**config.mk**
```make
export PLATFORM = sky130hd
export DESIGN_NAME = textgen
export DESIGN_NICKNAME = d
export VERILOG_FILES = /design/src/rtl/textgen.sv
export SDC_FILE = /design/constraint.sdc
export NUM_CORES = 1
export LEC_CHECK = 0
export ABC_AREA = 1
export CELL_PAD_IN_SITES_DETAIL_PLACEMENT = 1
export CELL_PAD_IN_SITES_GLOBAL_PLACEMENT = 1
export CORE_AREA = 2 2 92 94
export CTS_CLUSTER_DIAMETER = 50
export DETAILED_ROUTE_END_ITERATION = 8
export DIE_AREA = 0 0 94 96
export PLACE_DENSITY = 0.93
export SLEW_MARGIN = 20
export SYNTH_ARGS = -nofsm -noshare
export SYNTH_HDL_FRONTEND = slang
export SYNTH_SLANG_ARGS = --single-unit
```
**constraint.sdc**
```tcl
create_clock -name clk -period 5.1 [get_ports clk]
set_input_delay 0.765 -clock clk [delete_from_list [all_inputs] [get_ports clk]]
set_output_delay 0.765 -clock clk [all_outputs]
set_load 0.1 [all_outputs]
```
**src/rtl/textgen.sv**
```systemverilog
// ============================================================================
// textgen -- text-layer generator: walks text/font RAM with video timing and
//            emits a 4-bit colour index per pixel plus a cursor flag.
// Revision: 1.0
// ============================================================================
`default_nettype none

module textgen #(
  parameter int ADDR_W     = 11,
  parameter int CHAR_H     = 8,
  parameter int VTOP       = 16,
  parameter int VLINES     = 200,
  parameter int BLINK_HALF = 16
) (
  input  logic                            clk,
  input  logic                            reset,
  input  logic                            reg_mode80,
  input  logic                            reg_cursor_enable,
  input  logic                            reg_cursor_blink,
  input  logic [ADDR_W-1:0]               reg_cursor_addr,
  input  logic [9:0]                      hpos,
  input  logic                            hborder,
  input  logic [8:0]                      vline,
  input  logic                            vblank,
  input  logic                            vnext,
  output logic [ADDR_W-1:0]               tram_addr,
  input  logic [15:0]                     tram_rddata,
  output logic [8+$clog2(CHAR_H)-1:0]     font_addr,
  input  logic [7:0]                      font_rddata,
  output logic [3:0]                      text_colidx,
  output logic                            text_cursor
);

  localparam int LW = $clog2(CHAR_H);
  localparam int CW = (BLINK_HALF > 1) ? $clog2(BLINK_HALF) : 1;
  localparam logic [9:0]    c_VTOP       = 10'(VTOP);
  localparam logic [9:0]    c_VEND       = 10'(VTOP + VLINES);
  localparam logic [LW-1:0] c_LAST_LINE  = LW'(CHAR_H - 1);
  localparam logic [CW-1:0] c_BLINK_LAST = CW'(BLINK_HALF - 1);

  generate
    if (!(CHAR_H == 8 || CHAR_H == 16) || (VLINES % CHAR_H) != 0 || BLINK_HALF < 1) begin : g_bad_params
      $error("textgen: illegal CHAR_H / VLINES / BLINK_HALF combination");
    end
  endgenerate

  logic [ADDR_W-1:0] r_row_addr;
  logic [LW-1:0]     r_cell_line;
  logic              r_mode80;
  logic [ADDR_W-1:0] r_char_addr;
  logic              r_border;
  logic [3:0]        r_hpos_d1;
  logic [3:0]        r_hpos_d2;
  logic [7:0]        r_colour;
  logic              r_hit_d;
  logic              r_vblank_d;
  logic [CW-1:0]     r_blink_cnt;
  logic              r_blink_phase;

  logic              w_vactive;
  logic              w_border;
  logic              w_char_step;
  logic [ADDR_W-1:0] w_row_step;
  logic [ADDR_W-1:0] w_char_next;
  logic              w_hit;
  logic [2:0]        w_bit_idx;
  logic              w_glyph;
  logic              w_cursor_vis;
  logic              w_unused;

  assign w_unused   = &{1'b0, hpos[9:4]};
  assign w_vactive  = ({1'b0, vline} >= c_VTOP) && ({1'b0, vline} < c_VEND);
  assign w_border   = hborder || !w_vactive;
  assign w_row_step = r_mode80 ? ADDR_W'(80) : ADDR_W'(40);

  // Row/line tracking; vblank takes precedence over a coincident vnext.
  always_ff @(posedge clk) begin
    if (reset) begin
      r_row_addr  <= '0;
      r_cell_line <= '0;
      r_mode80    <= 1'b0;
    end else if (vblank) begin
      r_row_addr  <= '0;
      r_cell_line <= '0;
      r_mode80    <= reg_mode80;
    end else if (vnext && w_vactive) begin
      if (r_cell_line == c_LAST_LINE) begin
        r_cell_line <= '0;
        r_row_addr  <= r_row_addr + w_row_step;
      end else begin
        r_cell_line <= r_cell_line + LW'(1);
      end
    end
  end

  always_comb begin
    w_char_step = r_mode80 ? (hpos[2:0] == 3'd0) : (hpos[3:0] == 4'd0);
    if (w_border)
      w_char_next = '1;
    else if (r_border)
      w_char_next = r_row_addr;
    else if (w_char_step)
      w_char_next = r_char_addr + ADDR_W'(1);
    else
      w_char_next = r_char_addr;
    if (!r_mode80)
      w_char_next[ADDR_W-1] = 1'b0;
  end

  assign tram_addr = w_char_next;
  assign font_addr = {tram_rddata[7:0], r_cell_line};
  assign w_hit     = (r_char_addr == reg_cursor_addr) && !r_border;

  always_ff @(posedge clk) begin
    if (reset) begin
      r_char_addr   <= '1;
      r_border      <= 1'b1;
      r_hpos_d1     <= '0;
      r_hpos_d2     <= '0;
      r_colour      <= '0;
      r_hit_d       <= 1'b0;
      r_vblank_d    <= 1'b0;
      r_blink_cnt   <= '0;
      r_blink_phase <= 1'b0;
    end else begin
      r_char_addr <= w_char_next;
      r_border    <= w_border;
      r_hpos_d1   <= hpos[3:0];
      r_hpos_d2   <= r_hpos_d1;
      r_colour    <= tram_rddata[15:8];
      r_hit_d     <= w_hit;
      r_vblank_d  <= vblank;
      if (vblank && !r_vblank_d) begin
        if (r_blink_cnt == c_BLINK_LAST) begin
          r_blink_cnt   <= '0;
          r_blink_phase <= ~r_blink_phase;
        end else begin
          r_blink_cnt <= r_blink_cnt + CW'(1);
        end
      end
    end
  end

  // A visible cursor inverts the glyph bit, which swaps fg and bg.
  assign w_bit_idx    = r_mode80 ? r_hpos_d2[2:0] : r_hpos_d2[3:1];
  assign w_glyph      = font_rddata[3'd7 - w_bit_idx];
  assign w_cursor_vis = reg_cursor_enable && (!reg_cursor_blink || r_blink_phase);
  assign text_cursor  = r_hit_d && w_cursor_vis;
  assign text_colidx  = (w_glyph ^ text_cursor) ? r_colour[7:4] : r_colour[3:0];

endmodule

`default_nettype wire

```
==> flow_summary.toml <==
[status]
status = "completed"

[critical_path]
cp-start-kind = "register"
crit_type = "register to primary output"
r2r_slack_ns = 2.85
required_ns = 4.34
r2r_start = "r_mode80"
cp-end-kind = "primary output"
r2r_end = "r_row_addr[9]"
arrival_ns = 3.19
reg2reg_depth = 10
crit_start = "r_mode80"
worstPathMaxFanout = 13

[detailed_routing]
ant_nets = 0
vias_per_cell = 4.91
wl_per_cell_um = 13.2
drt_wl_total_um = 7260
firstDrtPassIters = 4
dr.first_iter.drc_count = 104
drcViolationCount = 0
route.vias.total = 2711

[floorplan]
std_cell_rows = 33
io_pins = 89
die_area_um2 = 9020
coreArea_um2 = 8050
die_h_um = 96
die-width_um = 94
initial_utilization_pct = 33.1

[grt]
overflow = 0
grtUsageTotal_pct = 16.6
grt_start_max_net_pins = 24
antenna_found_initial = 0
grt_pass1_wl_um = 12000
first_global_vias = 2788

[clock_tree]
cts_root_buf = "clkbuf_8"
cts_resized = 0
cts_buffers = 5
hold_buffers = 0
clk_latency_ns = 0.30
cts_num_sinks = 47
cts_max_level = 2
clk_path_buf_depth = 2
cts_tree = "done"
clk_pin_slew_ns = 0.10
cts_setup_buffers = 0

[timing]
fin_crit_ns = 3.95
clock_skew_ns = 0.00705
hold_viol_final = 0
post-route-period-util_pct = 77.5
relSlewSlack_pct = 33.6
fin_setup_tns_ns = 0
grt_setup_unrepaired = "false"
worstMarginPinSlew_ns = 0.993
whs_ns = 0.405
drv_slew = 0
finalSetupViolations = 0
fmaxAchievable_mhz = 253

[yosys]
ys_warn_count = 0
synth-adder-area-share_pct = 4.51
ys_seq_area_share_pct = 35.3
yosys_register_bits = 47
synthCells = 390
syn_area_per_cell_um2 = 6.83
synth_compound_area_share_pct = 8.08
synth.area.mux_share_pct = 0
synth_cell_types = 31
yosys.area_share.simple_pct = 36.1
syn_nets = 461
synth_xor_area_share_pct = 3.95
syn_area_um2 = 2660
synth_top_family_by_area = "simple AND/OR/NAND/NOR gates"

[cells_and_area]
drive_gt1_share_pct = 7.38
final_util_pct = 42.5
antenna_cells = 0
syn2layout_area_growth_pct = 28.5
layout_common_cells = "93 x nand2_1, 57 x inv_1, 52 x clkdlybuf4s50_1, 50 x nand3_1, 47 x dfxtp_1"
nets = 517
final_common_cell = "nand2_1"
fillerInstances = 1040
design_area_um2 = 3420

[hold_path]
hold_end = "r_hpos_d2[0]"
hold_class = "register to register"
whs_path_depth = 2
min_from = "r_hpos_d1[0]"

[power]
peakVddDrop_v = 0.000104
p_leak_nw = 1.52
powerDensity_nw_per_um2 = 260
p_total_mw = 0.891

[placed_design]
dp.final_hpwl_um = 5880
routabilityCongestion = 0.851
io_buffers = 63
place_area_um2 = 3310

[flow_run]
max_cap_violations = 0
[final cells by class]
class	count	area [um2]	area share, %
clock inverters	3	46.3	1.35
well taps	105	131	3.84
inverters	60	228	6.66
clock buffers	5	68.8	2.01
repair buffers	63	603	17.6
flip-flops and latches	47	941	27.5
multi-input cells	269	1400	41.0
[Yosys cell counts (all sizes together)]
| cell type | instances | area (um2) |
|---|---|---|
| buf | 10 | 76.3 |
| xnor2 | 2 | 17.5 |
| nand2 | 98 | 390 |
| a21oi | 22 | 110 |
| or2 | 1 | 6.26 |
| fa | 1 | 20.0 |
| nor2 | 39 | 169 |
| o21ai | 14 | 70.1 |
| ha | 8 | 100 |
| dfxtp | 47 | 941 |
| a31oi | 1 | 12.5 |
| nor4 | 2 | 12.5 |
| o211ai | 2 | 15.0 |
| a21o | 1 | 7.51 |
| clkinv | 2 | 7.51 |
| inv | 58 | 220 |
| nand4 | 9 | 56.3 |
| nand3 | 54 | 298 |
| clkbuf | 4 | 15.0 |
| xor2 | 10 | 87.6 |
| nand3b | 2 | 15.0 |
| nor3 | 3 | 15.0 |
[worst max-delay path, cell delays in order (launching register included)]
cell and delay [ns]:
dfxtp_1 0.73, inv_4 0.16, nand2_4 0.13, nand2_2 0.08, nand2_1 0.07, nand3_1 0.10
nand2_1 0.08, nand2_1 0.06, nand3_1 0.15, nand3_1 0.09, nand2_1 0.08, clkdlybuf4s50_1 1.14
[sequential cells by signal (all words and copies together), names as in the netlist, 3 cells and up]
| signal | count |
|---|---|
| r_char_addr | 11 |
| r_colour | 8 |
| r_row_addr | 8 |
| r_blink_cnt | 4 |
| r_hpos_d1 | 4 |
| r_hpos_d2 | 4 |
| r_cell_line | 3 |
[routing by layer]
layer	wire length, um	GRT usage [%]
met1	2910	17.8
met2	3940	32.3
met3	224	2.58
met4	182	6.76
met5	0	0
[report_power, final]
part / switching (mW) / total (mW) / internal, mW
Clock: 0.135 / 0.282 / 0.148
Combinational: 0.143 / 0.216 / 0.0731
Sequential: 0.0117 / 0.392 / 0.380
[worst max path at each step]
| stage | slack (ns) | to | cells after the start |
|---|---|---|---|
| after global placement | 1.34 | text_colidx[2] | 8 |
| after global routing | 0.93 | text_colidx[3] | 11 |
| final | 1.15 | text_colidx[0] | 11 |
| after detailed placement | 1.26 | text_colidx[0] | 8 |
| after CTS | 1.14 | text_colidx[0] | 11 |
| after floorplan | 1.88 | text_colidx[0] | 6 |
[stage by stage]
step	std cells	setup WS (ns)
4_1_cts	552	1.14
6_report	552	1.15
3_3_place_gp	544	1.34
5_1_grt	552	0.931
3_5_place_dp	544	1.26
2_1_floorplan	390	1.88
[logic make-up after synthesis]
kind of cell / count (synthesis)
and+or+nand+nor: 208
buffers and inverters: 74
DFF: 47
AOI/OAI and AO/OA: 40
xor gates and xnor gates: 12
adders and majority gates: 9
No activity file was read; power rests on OpenSTA's default activity.
